`config.mk`:
```
export PLATFORM = sky130hd
export DESIGN_NAME = conv_param_engine
export DESIGN_NICKNAME = d
export VERILOG_FILES = /design/src/rtl/conv_param_engine.sv
export SDC_FILE = /design/constraint.sdc
export NUM_CORES = 2
export LEC_CHECK = 0
export ABC_CLOCK_PERIOD_IN_PS = 5950
export CORE_ASPECT_RATIO = 1.5
export CORE_UTILIZATION = 45
export DETAILED_ROUTE_END_ITERATION = 16
export PLACE_DENSITY_LB_ADDON = 0.3
export SYNTH_ARGS = -nofsm -noshare
export SYNTH_HDL_FRONTEND = slang
export SYNTH_SLANG_ARGS = --single-unit
```
`constraint.sdc`:
```
create_clock -name clk -period 5.95 [get_ports clk]
set_clock_uncertainty 0.05 [all_clocks]
set_input_delay 0.595 -clock clk [delete_from_list [all_inputs] [get_ports clk]]
set_output_delay 0.595 -clock clk [all_outputs]
set_load 0.01 [all_outputs]
```
`src/rtl/conv_param_engine.sv`:
```
// conv_param_engine: parametrised 1-D convolution engine.
// Loads an x vector and a filter into local memories over valid/ready,
// then computes every output y[n] = sat(sum_k x[n+k]*f[k]) through one MAC
// and streams the results out with backpressure and a last-output marker.
// The stored filter can be reused for the next vector (f_keep).
module conv_param_engine #(
    parameter int WIDTH     = 10,
    parameter int OUT_WIDTH = 26,
    parameter int SIZE_X    = 112,
    parameter int SIZE_F    = 49
) (
    input  logic                 clk,
    input  logic                 reset,
    input  logic [WIDTH-1:0]     x_data,
    input  logic                 x_valid,
    output logic                 x_ready,
    input  logic [WIDTH-1:0]     f_data,
    input  logic                 f_valid,
    output logic                 f_ready,
    input  logic                 f_keep,
    output logic [OUT_WIDTH-1:0] y_data,
    output logic                 y_valid,
    input  logic                 y_ready,
    output logic                 y_last
);

    localparam int ACC_W = 2 * WIDTH + $clog2(SIZE_F);
    localparam int CX_W  = $clog2(SIZE_X + 1);
    localparam int CF_W  = $clog2(SIZE_F + 1);
    localparam int XA_W  = (SIZE_X > 1) ? $clog2(SIZE_X) : 1;
    localparam int FA_W  = (SIZE_F > 1) ? $clog2(SIZE_F) : 1;
    localparam int K_W   = $clog2(SIZE_F + 2);

    localparam logic [CX_W-1:0] CX_FULL = CX_W'(SIZE_X);
    localparam logic [CF_W-1:0] CF_FULL = CF_W'(SIZE_F);
    // k runs 0..SIZE_F-1 issuing reads, then two more cycles drain the pipe.
    localparam logic [K_W-1:0]  K_ISSUE = K_W'(SIZE_F);
    localparam logic [K_W-1:0]  K_DONE  = K_W'(SIZE_F + 1);
    localparam logic [XA_W-1:0] N_LAST  = XA_W'(SIZE_X - SIZE_F);

    localparam logic signed [ACC_W-1:0] Y_MAX =
        {{(ACC_W - OUT_WIDTH + 1){1'b0}}, {(OUT_WIDTH - 1){1'b1}}};
    localparam logic signed [ACC_W-1:0] Y_MIN =
        {{(ACC_W - OUT_WIDTH + 1){1'b1}}, {(OUT_WIDTH - 1){1'b0}}};

    typedef enum logic [1:0] {
        S_LOAD,
        S_COMPUTE,
        S_OUTPUT
    } state_t;

    state_t                  state_q, state_d;
    logic [CX_W-1:0]         cx_q, cx_d;
    logic [CF_W-1:0]         cf_q, cf_d;
    logic [XA_W-1:0]         n_q, n_d;
    logic [K_W-1:0]          k_q, k_d;
    logic signed [ACC_W-1:0] acc_q, acc_d;
    logic                    rd_vld_q, rd_vld_d;
    logic                    x_ready_q, x_ready_d;
    logic                    f_ready_q, f_ready_d;
    logic                    y_valid_q, y_valid_d;
    logic                    y_last_q, y_last_d;
    logic [OUT_WIDTH-1:0]    y_data_q, y_data_d;
    logic                    filter_ok_q, filter_ok_d;
    logic                    skip_f_q, skip_f_d;

    logic                    x_wr, f_wr;
    logic [XA_W-1:0]         x_addr;
    logic [FA_W-1:0]         f_addr;

    logic signed [WIDTH-1:0]   x_mem [SIZE_X];
    logic signed [WIDTH-1:0]   f_mem [SIZE_F];
    logic signed [WIDTH-1:0]   rd_x_q, rd_f_q;
    logic signed [2*WIDTH-1:0] prod;

    assign x_addr = n_q + XA_W'(k_q);
    assign f_addr = FA_W'(k_q);
    assign prod   = rd_x_q * rd_f_q;

    // Clamp the full-precision sum into the signed output range.
    function automatic logic [OUT_WIDTH-1:0] sat(input logic signed [ACC_W-1:0] a);
        if (a > Y_MAX) return Y_MAX[OUT_WIDTH-1:0];
        if (a < Y_MIN) return Y_MIN[OUT_WIDTH-1:0];
        return a[OUT_WIDTH-1:0];
    endfunction

    // Sample storage and the registered (1-cycle latency) MAC operand reads.
    // NOTE: the memories have no reset; every entry is written during LOAD
    // before COMPUTE reads it, so clearing them would only cost logic.
    always_ff @(posedge clk) begin
        if (x_wr) x_mem[XA_W'(cx_q)] <= x_data;
        if (f_wr) f_mem[FA_W'(cf_q)] <= f_data;
        rd_x_q <= x_mem[x_addr];
        rd_f_q <= f_mem[f_addr];
    end

    // Next-state logic: load counters, MAC sequencing, output handshake.
    // NOTE: every variable gets its default at the top of this block so no
    // path leaves one unassigned, which would otherwise infer a latch.
    always_comb begin
        state_d     = state_q;
        cx_d        = cx_q;
        cf_d        = cf_q;
        n_d         = n_q;
        k_d         = k_q;
        acc_d       = acc_q;
        rd_vld_d    = 1'b0;
        x_ready_d   = 1'b0;
        f_ready_d   = 1'b0;
        y_valid_d   = y_valid_q;
        y_last_d    = y_last_q;
        y_data_d    = y_data_q;
        filter_ok_d = filter_ok_q;
        skip_f_d    = skip_f_q;
        x_wr        = 1'b0;
        f_wr        = 1'b0;

        unique case (state_q)
            S_LOAD: begin
                x_wr = x_valid && x_ready_q;
                f_wr = f_valid && f_ready_q;
                if (x_wr) cx_d = cx_q + CX_W'(1);
                if (f_wr) cf_d = cf_q + CF_W'(1);
                if (f_wr && (cf_d == CF_FULL)) filter_ok_d = 1'b1;
                if ((cx_d == CX_FULL) && (skip_f_q || (cf_d == CF_FULL))) begin
                    state_d = S_COMPUTE;
                    n_d     = '0;
                    k_d     = '0;
                    acc_d   = '0;
                end else begin
                    x_ready_d = (cx_d != CX_FULL);
                    f_ready_d = (cf_d != CF_FULL) && !skip_f_q;
                end
            end

            S_COMPUTE: begin
                rd_vld_d = (k_q < K_ISSUE);
                if (rd_vld_q) acc_d = acc_q + ACC_W'(prod);
                if (k_q == K_DONE) begin
                    state_d   = S_OUTPUT;
                    y_valid_d = 1'b1;
                    y_data_d  = sat(acc_q);
                    y_last_d  = (n_q == N_LAST);
                end else begin
                    k_d = k_q + K_W'(1);
                end
            end

            S_OUTPUT: begin
                if (y_ready) begin
                    y_valid_d = 1'b0;
                    y_last_d  = 1'b0;
                    if (n_q != N_LAST) begin
                        state_d = S_COMPUTE;
                        n_d     = n_q + XA_W'(1);
                        k_d     = '0;
                        acc_d   = '0;
                    end else begin
                        state_d   = S_LOAD;
                        cx_d      = '0;
                        cf_d      = '0;
                        skip_f_d  = f_keep && filter_ok_q;
                        x_ready_d = 1'b1;
                        f_ready_d = !(f_keep && filter_ok_q);
                    end
                end
            end

            default: state_d = S_LOAD;
        endcase
    end

    // State register with synchronous active-high reset.
    // NOTE: sequential state uses non-blocking assignments so every register
    // samples the pre-edge values regardless of statement order.
    always_ff @(posedge clk) begin
        if (reset) begin
            state_q     <= S_LOAD;
            cx_q        <= '0;
            cf_q        <= '0;
            n_q         <= '0;
            k_q         <= '0;
            acc_q       <= '0;
            rd_vld_q    <= 1'b0;
            x_ready_q   <= 1'b0;
            f_ready_q   <= 1'b0;
            y_valid_q   <= 1'b0;
            y_last_q    <= 1'b0;
            y_data_q    <= '0;
            filter_ok_q <= 1'b0;
            skip_f_q    <= 1'b0;
        end else begin
            state_q     <= state_d;
            cx_q        <= cx_d;
            cf_q        <= cf_d;
            n_q         <= n_d;
            k_q         <= k_d;
            acc_q       <= acc_d;
            rd_vld_q    <= rd_vld_d;
            x_ready_q   <= x_ready_d;
            f_ready_q   <= f_ready_d;
            y_valid_q   <= y_valid_d;
            y_last_q    <= y_last_d;
            y_data_q    <= y_data_d;
            filter_ok_q <= filter_ok_d;
            skip_f_q    <= skip_f_d;
        end
    end

    assign x_ready = x_ready_q;
    assign f_ready = f_ready_q;
    assign y_valid = y_valid_q;
    assign y_last  = y_last_q;
    assign y_data  = y_data_q;

endmodule
```
==> run metrics <==
status=completed; H-Tree Depth=4; clk root buf=clkbuf_16; Die Area=between 150000 and 200000 um^2; Setup Slack @ Placement=between 300 and 400 ps; worst endpoint data arrival time=6250 ps; largest family of logic cells by synthesized area=multiplexers; IO buf count=between 50 and 60; drt initial violations=3010; initial antenna violation count=7; Final Max Tran Viols=0; Final Hold Fails=0; CTS max path bufs=3; largest net degree at the start of global routing=between 100 and 150; ratio of cells with drive above 1 in the final layout=0.230; Fmax achieved=roughly 0.18 GHz; Fin Setup TNS=0 ps; Slew headroom=0.160; Rows=178; M3 GR Usage=0.0312; CTS clk-pin slew, worst paths=~70 ps; Max VDD drop=approximately 320 uV; sequential-to-total area share from yosys stat=0.705; first-pass GRT wire length=~240 mm; grt met1 use=0.248; asr flop ratio synth=0; commonest non-fill, non-tap cell in the layout=edfxtp_1; fin crit share=0.946; Adder-Cell Fraction of Synth Area=0.0504; met2 usage=0.367; Cells after Synth=about 3700; final WL=between 150 and 200 mm; post-DP HPWL=between 100 and 150 mm; Synth Cell Area=71600 um^2; Residual DRC=0; DRT Pass-1 Iters=5; Overflow after GRT=0; nets=around 4000; CTS sink count=between 1500 and 2000; FF+latch count, synth=1717; postcts setup bufs=0; Post-synth EDFFs=between 1500 and 2000; Die W=around 330 um; vias in the first global route=between 30000 and 40000; RSZ-0062 raised after global routing=true; crit end category=register; CTS tree=built; max-cap violations=0; setup violators final=0; Via density=5.71; worst setup slack after layout=~320 ps; Post-Synth Simple-Gate Area=0.0345; Core Region=around 160000 um^2; WP data required=about 6600 ps; hold-fix buffers at CTS=0; Starting Density=0.455; gp weighted congestion=a little over 0.8; post-synthesis xor/xnor area fraction=0.00440; most frequent cells in the layout=1610 x edfxtp_1, 500 x mux4_2, 211 x nor2_1, 207 x inv_1, 177 x nand2_1; DRT antenna net count=0; Slew @ Worst Pin=1260 ps; compound-gate portion of the synthesized area=0.0214; overall power=26.2 mW; Ports=56; post-synth net total=3898; Yosys warning count=0; Tmin final=about 5600 ps; layer carrying the most global-route usage=met2; synthesized area per cell=between 15 and 20 um^2; PD cells=328 nW/um^2; GRT Total Usage=0.205; Most used DFF post-synth=edfxtp_1; area grow syn2layout=11.7%; post_cts resized=0; clk_lat worst skew=slightly above 800 ps; mux contribution to synthesized area=0.162; via count=34318; hold crit path type=in -> reg; Startpoint Class=register; Yosys cell types=67; DIE HEIGHT=between 400 and 500 um; Max FO, Critical Path=6; Crit Path Category=reg -> reg; routed length per instance=between 20 and 30 um; TritonCTS Buffers=157; LEAKAGE=between 20 and 30 nW
-- sequential cells by signal (all words and copies together), names as in the netlist, 2 cells and up --
| signal | cells |
|---|---|
| x_mem | 1120 |
| f_mem | 490 |
| acc_q | 26 |
| y_data | 26 |
| rd_f_q | 10 |
| rd_x_q | 10 |
| cx_q | 7 |
| n_q | 7 |
| cf_q | 6 |
| f_addr | 6 |
| state_q | 2 |
-- worst paths after layout --
path | start | endpoint | slack (ps) | cells after the start
worst max-delay path | rd_f_q[4] | acc_q[22] | 320 | 19
worst min-delay path | x_data[5] | x_mem[38][5] | 150 | 1
worst max register to register | rd_f_q[4] | acc_q[22] | 320 | 19
worst min register to register | y_data[21] | y_data[21] | 410 | 2
-- synth_stat cells, types with 26 or more instances --
| cell type | n | area, um^2 |
|---|---|---|
| nand3_1 | 36 | 180 |
| and2_1 | 43 | 269 |
| a21oi_1 | 76 | 380 |
| inv_1 | 207 | 777 |
| mux4_2 | 500 | 11300 |
| a22o_1 | 32 | 280 |
| xnor2_1 | 26 | 228 |
| buf_2 | 39 | 195 |
| ha_1 | 79 | 988 |
| nand2_1 | 177 | 664 |
| clkbuf_1 | 108 | 405 |
| dfxtp_1 | 107 | 2140 |
| edfxtp_1 | 1610 | 48300 |
| fa_1 | 131 | 2620 |
| nor2_1 | 213 | 800 |
-- cell type report --
class                   count  area [um^2]
repair buffers            175         1510
multi-input cells        1556        19600
clock buffers             187         4120
diodes                      3         7.51
flip-flops and latches   1717        50500
well taps                2070         2590
inverters                 207          777
clock inverters            95          926
fillers                 12457        77500
-- routing by layer --
metal | up-vias | share of wire | wire length [um]
met5 | - | 0.00025 | 40
li1 | 14809 | - | -
met3 | 269 | 0.045 | 7290
met1 | 18371 | 0.37 | 60000
met4 | 6 | 0.038 | 6020
met2 | 863 | 0.54 | 87100
-- worst max-delay path: stages, from the launching register on --
cell     delay [ps]
dfxtp_1         380
buf_4           180
and2_1          160
fa_1            530
inv_1            50
fa_1            520
inv_1            50
fa_1            450
fa_1            480
inv_1            50
fa_1            470
inv_1            40
ha_1            360
a21o_1          240
nand4_1         100
o21ai_0          90
a31oi_1         440
o21ai_0         280
a311o_1         400
a22o_1          170
-- power by group --
group / switching (mW) / internal, mW / total (mW)
sequential: 0.0242 / 13.2 / 13.2
combinational: 1.84 / 1.19 / 3.02
clock: 4.49 / 5.48 / 9.97
total: 6.35 / 19.9 / 26.2
-- logic make-up after synthesis --
kind of cell	after synthesis
flops	1717
simple gates	554
mux	533
buf+inv	389
compound gates	223
fa+ha+maj	210
xor+xnor	36
-- through the flow --
stage / std cells / hold slack [ps] / area [um^2] / utilization
floorplan: 3662 / 399 / 71600 / -
global placement: 5725 / 393 / 75000 / 0.476
detailed placement: 5725 / 398 / 75000 / 0.476
CTS: 6007 / 86.3 / 80000 / 0.508
global route: 6008 / 124 / 80000 / 0.508
finish: 6010 / 153 / 80000 / 0.508
(Power assumes the default switching activity.)
